### config.mk
export PLATFORM = sky130hd
export DESIGN_NAME = regfile_dump_reader
export DESIGN_NICKNAME = d
export VERILOG_FILES = /design/src/rtl/regdump_pkg.sv /design/src/rtl/regfile_dump_reader.sv
export SDC_FILE = /design/constraint.sdc
export NUM_CORES = 1
export LEC_CHECK = 0
export ABC_CLOCK_PERIOD_IN_PS = 5370
export CAP_MARGIN = 40
export CORE_AREA = 2 2 67 69
export CTS_CLUSTER_DIAMETER = 50
export DETAILED_ROUTE_END_ITERATION = 12
export DIE_AREA = 0 0 69 71
export PLACE_DENSITY_LB_ADDON = 0.15
export SYNTH_ARGS = -nofsm -noshare
export SYNTH_HDL_FRONTEND = slang
export SYNTH_SLANG_ARGS = --single-unit
### constraint.sdc
create_clock -name Clock -period 5.37 [get_ports Clock]
set_clock_uncertainty 0.05 [all_clocks]
set_input_delay 1.074 -clock Clock [delete_from_list [all_inputs] [get_ports Clock]]
set_output_delay 1.074 -clock Clock [all_outputs]
set_load 0.05 [all_outputs]
### src/rtl/regdump_pkg.sv
// Shared types and default sizes for the register-file dump reader.
package regdump_pkg;

  localparam int ADDR_W_DEF = 6;
  localparam int DATA_W_DEF = 16;

  typedef enum logic [2:0] {
    IDLE  = 3'd0,
    FETCH = 3'd1,
    HOLD  = 3'd2,
    CSUM  = 3'd3,
    DONE  = 3'd4
  } dumpState_t;

endpackage

### src/rtl/regfile_dump_reader.sv
// Register-file dump reader: walks [FirstAddr..LastAddr] (wrapping) on read
// port B and streams (address, data) words over a valid/ready interface.
// Optional feature macro: REGDUMP_CHECKSUM_EN appends one XOR checksum word
// (OutAddr=0, OutLast=1) after the last register word.
//
// state | meaning
// IDLE  | waiting for Start
// FETCH | RfAddress is stable, capture RfReadData into the output word
// HOLD  | word presented, waiting for OutReady
// CSUM  | checksum word presented (macro build only)
// DONE  | one-cycle Done pulse
module regfile_dump_reader
  import regdump_pkg::*;
#(
  parameter int ADDR_W = ADDR_W_DEF,
  parameter int DATA_W = DATA_W_DEF
) (
  input  logic              Clock,
  input  logic              nReset,
  input  logic              Start,
  input  logic              Abort,
  input  logic [ADDR_W-1:0] FirstAddr,
  input  logic [ADDR_W-1:0] LastAddr,
  output logic [ADDR_W-1:0] RfAddress,
  input  logic [DATA_W-1:0] RfReadData,
  output logic              OutValid,
  input  logic              OutReady,
  output logic [DATA_W-1:0] OutData,
  output logic [ADDR_W-1:0] OutAddr,
  output logic              OutLast,
  output logic              Busy,
  output logic              Done
);

  dumpState_t        state;
  dumpState_t        nextState;
  logic [ADDR_W-1:0] cur;
  logic [ADDR_W-1:0] last;
  logic [ADDR_W-1:0] nextCur;
  logic              handshake;
  logic              isLast;
  logic              abortNow;
`ifdef REGDUMP_CHECKSUM_EN
  logic [DATA_W-1:0] csum;
`endif

  assign handshake = OutValid && OutReady;
  assign isLast    = (cur == last);
  assign nextCur   = cur + ADDR_W'(1);
  assign abortNow  = Abort && (state != IDLE);
  assign Busy      = (state != IDLE);
  assign Done      = (state == DONE);

  // State register.
  always_ff @(posedge Clock or negedge nReset) begin
    if (!nReset) state <= IDLE;
    else         state <= nextState;
  end

  // Next-state decode; Abort overrides every transition out of a busy state.
  always_comb begin
    nextState = state;
    case (state)
      IDLE:  if (Start) nextState = FETCH;
      FETCH: nextState = HOLD;
      HOLD: begin
        if (handshake) begin
          if (isLast) begin
`ifdef REGDUMP_CHECKSUM_EN
            nextState = CSUM;
`else
            nextState = DONE;
`endif
          end else begin
            nextState = FETCH;
          end
        end
      end
`ifdef REGDUMP_CHECKSUM_EN
      CSUM:  if (handshake) nextState = DONE;
`endif
      DONE:  nextState = IDLE;
      default: nextState = IDLE;
    endcase
    if (abortNow) nextState = IDLE;
  end

  // Address counter, output word and checksum.
  always_ff @(posedge Clock or negedge nReset) begin
    if (!nReset) begin
      cur       <= '0;
      last      <= '0;
      RfAddress <= '0;
      OutValid  <= 1'b0;
      OutData   <= '0;
      OutAddr   <= '0;
      OutLast   <= 1'b0;
`ifdef REGDUMP_CHECKSUM_EN
      csum      <= '0;
`endif
    end else if (abortNow) begin
      // Cancelled dump leaves the interface quiet; the pending word is dropped.
      RfAddress <= '0;
      OutValid  <= 1'b0;
      OutData   <= '0;
      OutAddr   <= '0;
      OutLast   <= 1'b0;
    end else begin
      case (state)
        IDLE: begin
          if (Start) begin
            cur       <= FirstAddr;
            last      <= LastAddr;
            RfAddress <= FirstAddr;
`ifdef REGDUMP_CHECKSUM_EN
            csum      <= '0;
`endif
          end
        end
        FETCH: begin
          OutData  <= RfReadData;
          OutAddr  <= cur;
          OutValid <= 1'b1;
`ifdef REGDUMP_CHECKSUM_EN
          OutLast  <= 1'b0;
`else
          OutLast  <= isLast;
`endif
        end
        HOLD: begin
          if (handshake) begin
            OutValid <= 1'b0;
            OutLast  <= 1'b0;
`ifdef REGDUMP_CHECKSUM_EN
            csum     <= csum ^ OutData;
`endif
            if (isLast) begin
`ifdef REGDUMP_CHECKSUM_EN
              // Present the checksum word straight away, including this last word.
              OutValid <= 1'b1;
              OutData  <= csum ^ OutData;
              OutAddr  <= '0;
              OutLast  <= 1'b1;
`endif
            end else begin
              cur       <= nextCur;
              RfAddress <= nextCur;
            end
          end
        end
`ifdef REGDUMP_CHECKSUM_EN
        CSUM: begin
          if (handshake) begin
            OutValid <= 1'b0;
            OutLast  <= 1'b0;
          end
        end
`endif
        default: ;
      endcase
    end
  end

endmodule

==> out/qor_table.md, run 1 <==
| Stage | Result | This run |
| --- | --- | --- |
| floorplanning | Starting density of the core | 0.475 |
| critical path | Class of the most critical setup path | flop to primary output |
| clocking | Clock tree from TritonCTS | built |
| grt | Global-route congestion overflow total | 0 |
| finish | ANT cells | 0 |
| timing | Tmin final | 3.14 ns |
| worst hold path | Hold crit path type | flop to flop |
| logic synthesis | Largest area contributor in the synthesized netlist | dfrtp_1 |
| routing | Total wirelength of the detailed-routed design | 4.62 mm |
| logic synthesis | Leading post-synthesis cells by instance count | 45 x dfrtp_1, 24 x a22o_1, 12 x inv_1 |
| logic synthesis | Number of synthesized register bits | 45 |
| floorplanning | Die boundary width | 69 microns |
| timing | Final sum of negative setup slack | 0 ns |
| floorplanning | Chip Height | 71 microns |
| timing | Final-report max-slew violation count | 0 |
| logic synthesis | Count of flip-flops with a built-in enable after synthesis | 0 |
| routing | Via-to-Cell Ratio | 5.55 |
| logic synthesis | Number of synthesis warnings | 0 |
| routing | Number of vias after detailed routing | 1543 |
| timing | Achievable frequency | 318 MHz |
| pwr | Worst voltage drop across the vdd grid | 0.355 mV |
| critical path | Data required time at the worst endpoint | 4.25 ns |
| routing | Number of antenna-violating nets in the routed design | 0 |
| pwr | LEAKAGE | 0.00120 uW |
| critical path | Worst-path maximum fanout | 12 |
| timing | Final critical-path share of the clock period | 0.585 |
| timing | Setup repair after global routing missed its margin | false |
| floorplanning | Overall die area | 4900 sq um |
| logic synthesis | Number of nets in the synthesized netlist | 197 |
| clocking | Post-cts gate resize count | 0 |
| critical path | Endpoint class of the critical path | primary output |
| logic synthesis | Leading cell type by number of instances after synthesis | dfrtp_1 |
| grt | Number of antenna violations at the first check in global routing | 0 |
| logic synthesis | Cells after synthesis | 163 |
| pwr | Psw | 862 uW |
| clocking | Count of hold buffers inserted by post-cts repair | 0 |
| finish | Fraction of the core area covered by cells at the end of the flow | 0.659 |
| logic synthesis | Netlist cell types | 36 |
| clocking | Largest buffer count on any clock path | 2 |
| placement | Count of buffers from port buffering | 64 |
| grt | Pin count of the biggest net entering global routing | 30 |
| logic synthesis | Most common flop cell mapped by yosys | dfrtp_1 |
| timing | Final hold viol count | 0 |
| floorplanning | Placeable Area | 4200 sq um |
| timing | Remaining max-slew budget at the tightest pin | 0.429 |
| pwr | Power share of the sequential group | 0.332 |
| logic synthesis | Average instance area after synthesis | 12.2 sq um |
| timing | Transition time at the pin with the least slew margin | 0.857 ns |
| routing | DRT Pass-1 Iters | 4 |
| finish | Layout area overhead | 38.7% |
| pwr | Proportion of power drawn by the clock network | 0.107 |
| pwr | Net switching share of the total power | 0.460 |
| timing | Setup violations, final | 0 |
| logic synthesis | Main area contributors after synthesis | dfrtp_1 56%, a22o_1 11%, mux2i_1 4.5% |
| logic synthesis | Seq/Total Area, Yosys | 0.564 |
| finish | Layout net count | 260 |
| logic synthesis | Top cell type's share of synthesized area | 0.564 |
| logic synthesis | Post-synthesis instance area | 2000 sq um |
| placement | Weighted congestion at the end of routability-driven global placement | 0.855 |
| flow run | Max-cap check violation count | 0 |
| floorplanning | Number of primary I/O pins | 65 |
| grt | Gr usage total | 0.203 |
| placement | Post-DP HPWL | 3.45 mm |
| clocking | Clock buffer count from CTS | 5 |
| placement | Number of placed instances, taps included | 271 |
| routing | Average wire per standard cell | 16.6 microns |
| pwr | Proportion of power drawn by combinational gates | 0.561 |
| grt | Number of global-route vias before repair | 1662 |
| logic synthesis | Synth async-reset ratio | 1.00 |
| clocking | Setup Buffers After CTS | 0 |
| clocking | CTS root buf | clkbuf_8 |
| clocking | Latest clock arrival within the worst-skew pair | 0.29 ns |
| critical path | Arrival time at the worst endpoint | 2.02 ns |
| pwr | Internal cell power | 1010 uW |
| finish | Count of non-filler cells in the finished layout | 278 |
| pwr | Cell area power density | 677 nW/um^2 |
| outcome | Status | completed |
| clocking | H-Tree Depth | 2 |
| finish | Proportion of layout cells with a drive suffix above 1 | 0.111 |
| routing | Remaining design rule violation count | 0 |
| grt | First-pass GRT wire length | 7.93 mm |
| routing | Initial DRC Count | 74 |
| clocking | Count of clock tree sinks | 45 |
| floorplanning | Row count | 24 |
| pwr | Power, Total | 1870 uW |
| critical path | Critical Path Source Type | flop |
| clocking | Clk pin slew, worst setup/hold paths | 0.07 ns |
[path summary, 6_finish.rpt]
path / startpoint / endpoint / slack, ns / depth (start not counted)
max reg2reg: state[2] / OutData[5] / 3.40 / 4
max in group asynchronous: nReset / OutAddr[5] / 4.14 / 2
min reg2reg: OutAddr[1] / OutAddr[1] / 0.46 / 1
min: OutAddr[1] / OutAddr[1] / 0.46 / 1
min in group asynchronous: nReset / OutData[13] / 0.65 / 1
max: state[0] / Busy / 2.23 / 2
[final cells by class]
type                    instances  area (sq um)
inverters                      13          48.8
flip-flops and latches         45          1130
fillers                       333          1440
well taps                      52          65.1
repair buffers                 66           667
multi-input cells              95           776
clock buffers                   7          86.3
[kinds of logic after synthesis]
group           count (synthesis)  share of synthesized area
flops                          45                      0.564
compound gates                 41                      0.173
simple gates                   27                     0.0759
buf+inv                        23                     0.0489
mux                            17                     0.0922
xor+xnor                        9                     0.0395
fa+ha+maj                       1                    0.00627
[power groups by stage]
stage                     sequential (uW)  clock (uW)  combinational (uW)
after floorplan                       905           0                 435
after global placement                617           0                1020
after detailed placement              630           0                1060
after CTS                             622         209                1060
after global routing                  644         221                1120
final                                 622         200                1050
[per-layer routing]
metal / vias up / share of wire / global-route usage
met5: - / 0 / 0
met4: 0 / 0.021 / 0.0893
met3: 11 / 0.060 / 0.0541
met2: 61 / 0.51 / 0.348
met1: 759 / 0.41 / 0.242
li1: 712 / - / -
[stage by stage]
step	instance area, sq um	setup slack (ns)	hold WS, ns
floorplan	2000	2.49	0.452
global placement	2650	2.38	0.438
detailed placement	2680	2.26	0.441
CTS	2770	2.22	0.463
global route	2770	2.15	0.483
finish	2770	2.23	0.457
[layout by cell type, fill, tap and decap left out, types with 2 or more instances in the layout]
cell             instances
a21oi_1                  2
a221oi_1                 2
a22o_1                  24
and3_1                   2
clkbuf_8                 6
clkdlybuf4s50_1         63
dfrtp_1                 45
inv_1                   12
mux2_2                   7
mux2i_1                  8
nand2_1                  5
nand3_1                  3
nor2_1                   7
o22ai_1                  5
or3_1                    2
xnor2_1                  9
[state kept, by name (all words and copies together), names as in the netlist]
name	count
RfAddress	6
OutValid	1
last	6
OutAddr	6
state	3
OutData	16
OutLast	1
cur	6
[critical path: stages (launching register included)]
cell             delay, ns
dfrtp_1               0.52
or3_1                 0.48
clkdlybuf4s50_1       0.74
Note: power is estimated with default switching activity, not from simulation.
==> inputs of run 2 (changes only) <==
--- a/config.mk
+++ b/config.mk
@@ -5,12 +5,12 @@
 export SDC_FILE = /design/constraint.sdc
 export NUM_CORES = 1
 export LEC_CHECK = 0
-export ABC_CLOCK_PERIOD_IN_PS = 5370
+export ABC_CLOCK_PERIOD_IN_PS = 2800
 export CAP_MARGIN = 40
-export CORE_AREA = 2 2 67 69
+export CORE_AREA = 2 2 73 75
 export CTS_CLUSTER_DIAMETER = 50
 export DETAILED_ROUTE_END_ITERATION = 12
-export DIE_AREA = 0 0 69 71
+export DIE_AREA = 0 0 75 77
 export PLACE_DENSITY_LB_ADDON = 0.15
 export SYNTH_ARGS = -nofsm -noshare
 export SYNTH_HDL_FRONTEND = slang
==> constraint.sdc (replaced) <==
create_clock -name Clock -period 2.8 [get_ports Clock]
set_clock_uncertainty 0.05 [all_clocks]
set_input_delay 0.56 -clock Clock [delete_from_list [all_inputs] [get_ports Clock]]
set_output_delay 0.56 -clock Clock [all_outputs]
set_load 0.05 [all_outputs]
==> run 2 against run 1 <==
Total power increased by 97%. Hold slack got worse by 0.30 ns. Combinational power increased by 90%. Core utilization down 9.3 points. Design area grew 1.7%. Wire length increased by 0.37%. Worst setup slack got worse by 2.1 ns. Clock-buffer cell count shrank 1. First-iteration DRC count rose by 14%. Global-route usage decreased by 2.7 points. Die area increased by 18%. Clock power is 150% higher. Critical endpoint unchanged.
==> out/qor_table.md, run 2 (synthesis results as in run 1) <==
| Stage | Result | This run | Delta |
| --- | --- | --- | --- |
| clocking | Latest clock arrival within the worst-skew pair | 0.30 ns | about the same |
| grt | Global-route congestion overflow total | 0 | unchanged |
| critical path | Cell count of the worst reg-to-reg path | 5 | +1 |
| pwr | Worst voltage drop across the vdd grid | 0.831 mV | +130% |
| routing | Number of vias after detailed routing | 1525 | -1.2% |
| critical path | Critical R2R Capture | cur[3] |  |
| clocking | Clock buffer count from CTS | 5 | unchanged |
| floorplanning | Placeable Area | 4980 sq um | +18% |
| clocking | Count of hold buffers inserted by post-cts repair | 0 | unchanged |
| clocking | H-Tree Depth | 2 | unchanged |
| critical path | Arrival time at the worst endpoint | 2.05 ns | +0.03 ns |
| grt | Gr usage total | 0.176 | -0.0268 |
| timing | Transition time at the pin with the least slew margin | 0.844 ns | -0.0125 ns |
| finish | Layout area overhead | 41.1% |  |
| finish | Fraction of the core area covered by cells at the end of the flow | 0.566 | -0.0928 |
| placement | Pre-CTS setup slack | 0.136 ns | -2.12 ns |
| clocking | Count of clock tree sinks | 45 | unchanged |
| critical path | Cell class contributing the biggest share of worst-path delay | buffers and inverters |  |
| worst hold path | Hold crit path type | input pin to asynchronous set/reset pin |  |
| timing | Remaining max-slew budget at the tightest pin | 0.437 | +0.00832 |
| critical path | Cell breakdown of the critical path | or3_1 -> clkdlybuf4s50_1 |  |
| timing | Final sum of negative setup slack | 0 ns | unchanged |
| clocking | Clock tree from TritonCTS | built |  |
| clocking | Clk pin slew, worst setup/hold paths | 0.08 ns | about the same |
| critical path | Slowest CP cell | clkdlybuf4s50_1 |  |
| timing | Final hold viol count | 0 | unchanged |
| clocking | Largest buffer count on any clock path | 2 | unchanged |
| clocking | Post-cts gate resize count | 0 | unchanged |
| pwr | Cell area power density | 1310 nW/um^2 | +94% |
| critical path | Data required time at the worst endpoint | 2.19 ns | -2.06 ns |
| routing | Via-to-Cell Ratio | 5.13 | -7.5% |
| timing | Achievable frequency | 376 MHz |  |
| timing | Worst Setup Slack, final | 0.140 ns | -2.09 ns |
| critical path | Worst-path maximum fanout | 12 | unchanged |
| timing | Setup violations, final | 0 | unchanged |
| outcome | Status | completed |  |
| timing | Final critical-path share of the clock period | 0.950 |  |
| placement | Post-DP HPWL | 3.45 mm | -0.11% |
| timing | Final-report max-slew violation count | 0 | unchanged |
| routing | DRT Pass-1 Iters | 4 | unchanged |
| critical path | Class of the most critical setup path | flop to primary output |  |
| clocking | CTS root buf | clkbuf_8 |  |
| critical path | Delay of the slowest critical-path stage | 0.74 ns | about the same |
| critical path | Critical Path Source Type | flop |  |
| pwr | LEAKAGE | 0.00121 uW | +0.92% |
| critical path | Setup slack on the worst flop-to-flop path | 0.79 ns | -2.61 ns |
| floorplanning | Starting density of the core | 0.401 | -0.0737 |
| grt | Number of antenna violations at the first check in global routing | 0 | unchanged |
| grt | Number of global-route vias before repair | 1544 | -7.1% |
| critical path | Buf+Inv Stages, Crit Path | 1 | unchanged |
| flow run | Max-cap check violation count | 0 | unchanged |
| critical path | R2R Path Start | cur[0] |  |
| timing | Tmin final | 2.66 ns |  |
| finish | Flip-flop count of the largest register after layout | 16 | unchanged |
| routing | Total wirelength of the detailed-routed design | 4.64 mm | +0.37% |
| placement | Count of buffers from port buffering | 64 | unchanged |
| routing | Number of antenna-violating nets in the routed design | 0 | unchanged |
| finish | Layout net count | 260 | unchanged |
| floorplanning | Die boundary width | 75 microns | +8.7% |
| routing | Initial DRC Count | 84 | +14% |
| floorplanning | Number of primary I/O pins | 65 | unchanged |
| critical path | Endpoint class of the critical path | primary output |  |
| grt | First-pass GRT wire length | 7.71 mm | -2.8% |
| floorplanning | Row count | 26 | +8.3% |
| floorplanning | Overall die area | 5780 sq um | +18% |
| routing | Remaining design rule violation count | 0 | unchanged |
| timing | Setup repair after global routing missed its margin | false |  |
| floorplanning | Chip Height | 77 microns | +8.5% |
| routing | Average wire per standard cell | 15.6 microns | -6.1% |
| finish | Most common cell after layout, fill and taps aside | clkdlybuf4s50_1 |  |
| finish | Proportion of layout cells with a drive suffix above 1 | 0.115 | +0.00392 |
| clocking | Setup Buffers After CTS | 0 | unchanged |
| grt | Pin count of the biggest net entering global routing | 27 | -10% |
| finish | ANT cells | 0 | unchanged |
| finish | Register with the most flip-flops | OutData |  |
| finish | Top library cells by usage in the layout, fill and taps aside | 63 x clkdlybuf4s50_1, 45 x dfrtp_1, 24 x a22o_1, 12 x inv_1, 9 x xnor2_1 |  |
| placement | Weighted congestion at the end of routability-driven global placement | 0.794 | -7.2% |
## run 2: worst max path at each step
stage	startpoint	endpoint	slack, ns	cells after the start
global placement	Abort	cur[4]	0.26	6
CTS	state[0]	Busy	0.13	2
finish	state[0]	Busy	0.14	2
detailed placement	Abort	cur[3]	0.14	6
global route	state[0]	Busy	0.09	2
floorplan	state[0]	Done	0.43	2
## run 2: per-stage QoR
step                cells  hold slack [ns]  total power [uW]  cell area (sq um)
finish                297            0.161              3690               2820
global placement      287            0.438              3160               2670
global route          297            0.186              3910               2820
detailed placement    289            0.441              3230               2710
floorplan             163            0.214              2570               2000
CTS                   297            0.161              3730               2820
## run 2: final cells by class
class / instances / area (sq um)
fillers: 449 / 2160
multi-input cells: 95 / 776
repair buffers: 66 / 667
flip-flops and latches: 45 / 1130
well taps: 70 / 87.6
clock buffers: 6 / 72.6
inverters: 13 / 48.8
clock inverters: 2 / 38.8
## run 2: metal layers
metal	global-route usage	wire length, microns	up-vias
li1	-	-	711
met3	0.0407	202	11
met1	0.241	2060	761
met4	0.0714	104	0
met2	0.268	2270	42
met5	0	0	-
## run 2: report_power, final
group	internal (uW)	switching, uW
Sequential	934	262
Clock	268	226
Combinational	809	1190
==> inputs of run 3 (changes only) <==
--- a/config.mk
+++ b/config.mk
@@ -5,6 +5,7 @@
 export SDC_FILE = /design/constraint.sdc
 export NUM_CORES = 1
 export LEC_CHECK = 0
+export ABC_AREA = 0
 export ABC_CLOCK_PERIOD_IN_PS = 2800
 export CAP_MARGIN = 40
 export CORE_AREA = 2 2 73 75
==> results of run 3 <==
Final layout, timing and power as in run 2 (identical DEF).
